[src/rtl/arbiter_control.sv]
// arbiter_control: D-priority I/D cache to memory arbiter FSM; ports: clk, rst(async low), i/d cache requests and resps, a_pmem strobes/resp, address mux select
package arbiteraddressmux;
    typedef enum logic {i_cache = 1'b0, d_cache = 1'b1} arbiteraddressmux_sel_t;
endpackage

module arbiter_control #(
    parameter int MAX_D_STREAK = 4
) (
    input  logic clk,
    input  logic rst,
    input  logic i_pmem_read,
    output logic i_pmem_resp,
    input  logic d_pmem_read,
    input  logic d_pmem_write,
    output logic d_pmem_resp,
    output logic a_pmem_read,
    output logic a_pmem_write,
    input  logic a_pmem_resp,
    output arbiteraddressmux::arbiteraddressmux_sel_t arbiter_address_MUX_sel
);
    typedef enum logic [2:0] {IDLE, SERVE_I, SERVE_D_RD, SERVE_D_WR, RECOVER} state_t;
    state_t state;
    logic [3:0] d_streak;
    logic d_req, d_grant;
    assign d_req = d_pmem_read | d_pmem_write;
    assign d_grant = d_req & (~i_pmem_read | (d_streak < 4'(MAX_D_STREAK)));
    always_ff @(posedge clk or negedge rst) begin
        if (!rst) begin
            state <= IDLE;
            d_streak <= 4'd0;
        end else begin
            case (state)
                IDLE: begin
                    if (d_grant) begin
                        state <= d_pmem_write ? SERVE_D_WR : SERVE_D_RD;
                        d_streak <= i_pmem_read ? ((d_streak == 4'hF) ? d_streak : d_streak + 4'd1) : 4'd0;
                    end else if (i_pmem_read) begin
                        state <= SERVE_I;
                        d_streak <= 4'd0;
                    end
                end
                SERVE_I, SERVE_D_RD, SERVE_D_WR: state <= a_pmem_resp ? RECOVER : state;
                default: state <= IDLE;
            endcase
        end
    end
    assign a_pmem_read = (state == SERVE_I) | (state == SERVE_D_RD);
    assign a_pmem_write = state == SERVE_D_WR;
    assign i_pmem_resp = a_pmem_resp & (state == SERVE_I);
    assign d_pmem_resp = a_pmem_resp & ((state == SERVE_D_RD) | (state == SERVE_D_WR));
    assign arbiter_address_MUX_sel = ((state == SERVE_D_RD) | (state == SERVE_D_WR)) ? arbiteraddressmux::d_cache : arbiteraddressmux::i_cache;
endmodule

[config.mk]
export PLATFORM = sky130hd
export DESIGN_NAME = arbiter_control
export DESIGN_NICKNAME = d
export VERILOG_FILES = /design/src/rtl/arbiter_control.sv
export SDC_FILE = /design/constraint.sdc
export NUM_CORES = 1
export LEC_CHECK = 0
export ABC_CLOCK_PERIOD_IN_PS = 1200
export BUFFER_PORTS_ARGS = -buffer_cell sky130_fd_sc_hd__buf_2
export CAP_MARGIN = 25
export CORE_AREA = 5 5 42 44
export CTS_CLUSTER_DIAMETER = 30
export DETAILED_ROUTE_END_ITERATION = 6
export DIE_AREA = 0 0 47 49
export PLACE_DENSITY = 0.5
export SKIP_LAST_GASP = 1
export SLEW_MARGIN = 20
export SYNTH_ARGS = -nofsm -noshare
export SYNTH_HDL_FRONTEND = slang
export SYNTH_SLANG_ARGS = --single-unit
[constraint.sdc]
create_clock -name clk -period 1.2 [get_ports clk]
set_input_delay 0.24 -clock clk [delete_from_list [all_inputs] [get_ports clk]]
set_output_delay 0.24 -clock clk [all_outputs]
set_load 0.02 [all_outputs]
**Yosys cells after proc, flatten, opt, wreduce, memory -nomap -nowiden**

Index checks and enable logic that the tools add are counted.

- Flip-flop bits (word level): 7
- Input port bits: 6
- Output and inout bits: 5
- Logic and storage cells: 34

- Add/subtract/negate cells: 1
- $lt $le $gt $ge: 1
- Eq/ne operators: 7
- Muxes and demuxes: 10
- Bitwise operators: 8
- Reduce and logical (&&, ||, !) cells: 5

Operator list:

| operator | number |
|---|---|
| $mux W4 | 4 |
| $mux W3 | 3 |
| $eq A3 B2 Y1 const B | 2 |
| $ne A3 B3 Y1 const B | 2 |
| $pmux W3 S2 | 1 |
| $add A4 B1 Y4 const B | 1 |
| $eq A4 B4 Y1 const B | 1 |
| $lt A4 B3 Y1 const B | 1 |
| $or A1 B1 Y1 | 4 |
| $and A1 B1 Y1 | 3 |
| $eq A3 B1 Y1 const B | 1 |
| $logic_not A3 Y1 | 1 |
| $reduce_and A3 Y1 | 1 |
| $reduce_or A3 Y1 | 1 |
| $mux W1 | 2 |
| $ne A2 B2 Y1 const B | 1 |
| $reduce_and A2 Y1 | 1 |
| $reduce_bool A2 Y1 | 1 |
| $not A1 Y1 | 1 |

**Depth between registers and ports, before layout**

- Depth in word-level cells: 5
- Depth in mapped cells: 3
- Mapped depth without buffers: 3

**Least setup slack after synthesis**

OpenSTA, ideal clock, no wires.

- Path kind: reg2out
- From: register state[0]
- To: output i_pmem_resp
- Data arrival time: 1,172 ps
- Data required time: 960 ps
- Setup slack: -212 ps
- Stages on the path, launching flop included: 3
- Buffers on the path: 0
- Cells stage by stage: dfrtp_1 inv_1 nor4_1

- Longest elaborated chain between the ends: 2

RTL lines:

| element | line | text |
|---|---|---|
| start: declaration | 22 | `state_t state;` |
| start signal: assignment | 35 | `state <= d_pmem_write ? SERVE_D_WR : SERVE_D_RD;` |
| start signal: assignment | 42 | `SERVE_I, SERVE_D_RD, SERVE_D_WR: state <= a_pmem_resp ? RECOVER : state;` |
| $eq A3 B1 Y1 | 49 | `assign i_pmem_resp = a_pmem_resp & (state == SERVE_I);` |
| $and A1 B1 Y1 | 49 |  |
| end: declaration | 12 | `output logic i_pmem_resp,` |

No other way between the ends.

**Worst setup path in the final report**

- From: register state[2]
- To: register d_streak[0]

- Longest elaborated chain between the ends: 2

RTL lines:

| element | line | text |
|---|---|---|
| $logic_not A3 Y1 | 32 | `case (state)` |
| $reduce_and A3 Y1 (no source line) | n/a |  |
| end signal: assignment | 36 | `d_streak <= i_pmem_read ? ((d_streak == 4'hF) ? d_streak : d_streak + 4'd1) : 4'd0;` |
| end: declaration | 23 | `logic [3:0] d_streak;` |

No other way between the ends.
A chain may end at the register's enable or synchronous reset.

==> load_flow_metrics.sql <==
INSERT INTO impl_metrics (metric_group, metric, value, unit) VALUES
('cells_and_area', 'antenna-diode-count', '0', ''),
('sta', 'clock.fmax', '735', 'MHz'),
('clock_tree', 'worst_skew_pair.late_latency', '0.25', 'ns'),
('route', 'drt-total-wl', '835', 'um'),
('sta', 'worst_max_slew_pin_slew', '0.236', 'ns'),
('critical_path', 'cp_data_required_time', '1.33', 'ns'),
('synthesis', 'post_synth_net_total', '41', ''),
('route', 'detailedRoute.firstIterationViolations', '1', ''),
('clock_tree', 'numClockSinks', '7', ''),
('pwr', 'leakage', '0.273', 'nW'),
('placement', 'buffer_ports.inserted', '10', ''),
('cells_and_area', 'post_layout_nets', '63', ''),
('synthesis', 'synth.yosys.seq_area_share', '47.9', '%'),
('critical_path', 'worst_setup_path_start_kind', 'flop', ''),
('status', 'status', 'finished with violations', ''),
('global_routing', 'grt_antenna_before_repair', '0', ''),
('synthesis', 'ys_ff_latch', '7', ''),
('clock_tree', 'cts_buffer_depth', '2', ''),
('synthesis', 'post_synth.cell_area_avg', '10.7', 'um2'),
('synthesis', 'synthesis.yosys.warnings', '0', ''),
('pwr', 'powerDensity', '2470', 'nW/um2'),
('sta', 'slew_violations', '0', ''),
('critical_path', 'startpoint', 'state[2]', ''),
('critical_path', 'cp_slowest_stage_delay', '0.44', 'ns'),
('floorplan', 'row_count', '14', ''),
('synthesis', 'synth_top_cell_by_area', 'dfrtp_1', ''),
('synthesis', 'post_synth_inst_count', '34', ''),
('critical_path', 'crit_path_cell_trace', 'buf_4 > nor3_2 > o21ai_2 > mux2_2', ''),
('placement', 'dp_hpwl', '633', 'um'),
('sta', 'finalSetupViolations', '9', ''),
('route', 'vias', '341', ''),
('critical_path', 'regToRegEndpoint', 'd_streak[0]', ''),
('critical_path', 'cpMaxStageDelayCell', 'dfrtp_2', ''),
('synthesis', 'syn-cell-area', '365', 'um2'),
('sta', 'final_worst_path_setup_slack', '-0.160', 'ns'),
('cells_and_area', 'nFillCells', '152', ''),
('sta', 'post-route-min-period', '1.36', 'ns'),
('critical_path', 'critical_path.endpoint_type', 'flop', ''),
('global_routing', 'grt-ovfl-total', '0', ''),
('route', 'route.detailed.drc', '0', ''),
('synthesis', 'ys_top_cells_by_area', 'dfrtp_1 (48%), and2_1 (5.1%), nor2_1 (4.1%)', ''),
('hold_path', 'min-delay-path-class', 'in -> reg', ''),
('route', 'via_per_inst', '4.80', ''),
('route', 'postRouteAntennaNets', '0', ''),
('route', 'drt_first_pass_iters', '2', ''),
('placement', 'globalplace.congestion', '0.726', ''),
('status', 'failed_checks', 'setup timing', ''),
('global_routing', 'first_global_vias', '391', ''),
('critical_path', 'cp_num_cells', '4', ''),
('global_routing', 'grt_max_degree', '8', ''),
('cells_and_area', 'final_util', '40.2', '%'),
('cells_and_area', 'layout_cell_share_with_drive_strength_beyond_1', '54.5', '%'),
('floorplan', 'die-area', '2300', 'um2'),
('sta', 'timing_hold_violations_final', '0', ''),
('synthesis', 'yosysUniqueCellTypes', '21', ''),
('synthesis', 'synth_top_area_share', '47.9', '%'),
('sta', 'finalClockSkew', '0.00337', 'ns'),
('critical_path', 'worst-endpoint-arrival', '1.49', 'ns'),
('floorplan', 'core_area', '1400', 'um2'),
('critical_path', 'setup.reg_to_reg.worst_slack', '-0.16', 'ns'),
('cells_and_area', 'postLayoutCellArea', '563', 'um2'),
('clock_tree', 'ctsRootBufferMaster', 'clkbuf_4', ''),
('critical_path', 'path_max_fanout', '5', ''),
('floorplan', 'initial_utilization', '26.1', '%'),
('global_routing', 'grtUsageTotal', '9.36', '%'),
('placement', 'post_dp_cell_area', '472', 'um2'),
('critical_path', 'critPathKind', 'reg -> reg', ''),
('floorplan', 'boundaryPins', '11', ''),
('critical_path', 'cp.buffers_inverters', '1', ''),
('critical_path', 'worstReg2RegStart', 'state[2]', ''),
('cells_and_area', 'multi_input_comb_area', '195', 'um2');
[registers in the layout (all words and copies together), names as in the netlist]
register	cells
d_streak	4
state	3
[logic make-up after synthesis]
logic type                 synth area share, %
xor gates and xnor gates                  2.40
buffers and inverters                     3.08
AOI/OAI and AO/OA                         11.0
muxes                                     5.82
DFF                                       47.9
and+or+nand+nor                           26.4
adders and majority gates                 3.42
[repair_timing]
action / in CTS / in global routing
gates resized for setup: 12 / 1
hold buffers: 1 / 0
pin swaps: 3 / 0
setup buffers: 3 / 0
endpoints found under the hold margin: 7 / 0
endpoints found under the setup margin: 9 / 10
[through the flow]
stage	setup TNS (ns)	power [mW]	hold WS [ns]	setup WS, ns	instances
final	-1.15	1.39	0.212	-0.160	71
after detailed placement	-0.172	1.03	0.0906	-0.0649	63
after global placement	-0.0618	1.02	0.0886	-0.0414	63
after floorplan	-0.0319	0.804	-0.0556	-0.0319	34
after global routing	-1.73	1.52	0.217	-0.235	71
after CTS	-1.28	1.41	0.201	-0.177	71
[cell type report]
class                   count  area share [%]
inverters                   3            2.00
repair buffers             17            23.6
clock buffers               4            4.67
flip-flops and latches      7            31.6
well taps                  16            3.56
multi-input cells          24            34.7
[synth_stat cells, drive strengths merged]
cell type / n
and4: 1
nor4: 1
nor2b: 1
nor3: 2
nand4: 1
inv: 3
mux2i: 1
o21ai: 2
xnor2: 1
ha: 1
nor2: 4
a22o: 1
mux2: 1
a32oi: 1
and3b: 1
and2: 3
o32ai: 1
dfrtp: 7
or2: 1
[layer usage]
layer / GRT usage, % / routed length [um]
met1: 9.42 / 333
met4: 2.76 / 4
met2: 15.6 / 430
met5: 0 / 0
met3: 5.54 / 66
[power breakdown]
part / internal [mW] / switching (mW)
Sequential: 0.322 / 0.0806
Clock: 0.127 / 0.0852
Combinational: 0.431 / 0.346
[cell usage in the layout (no fill, tap or decap), types with 2 or more instances in the layout]
cell type / n
buf_6: 4
nor2_1: 4
dfrtp_2: 2
buf_2: 5
and2_1: 2
buf_4: 7
dfrtp_1: 5
inv_1: 2
clkbuf_4: 3
[how the worst min path moves through the flow]
stage | end | start | cells after the start
3_5_place_dp | state[2] | rst | 1
3_3_place_gp | state[2] | rst | 1
6_report | state[0] | a_pmem_resp | 2
5_1_grt | state[0] | a_pmem_resp | 2
2_1_floorplan | d_streak[0] | rst | 0
4_1_cts | state[0] | a_pmem_resp | 2
(Power assumes the default switching activity.)
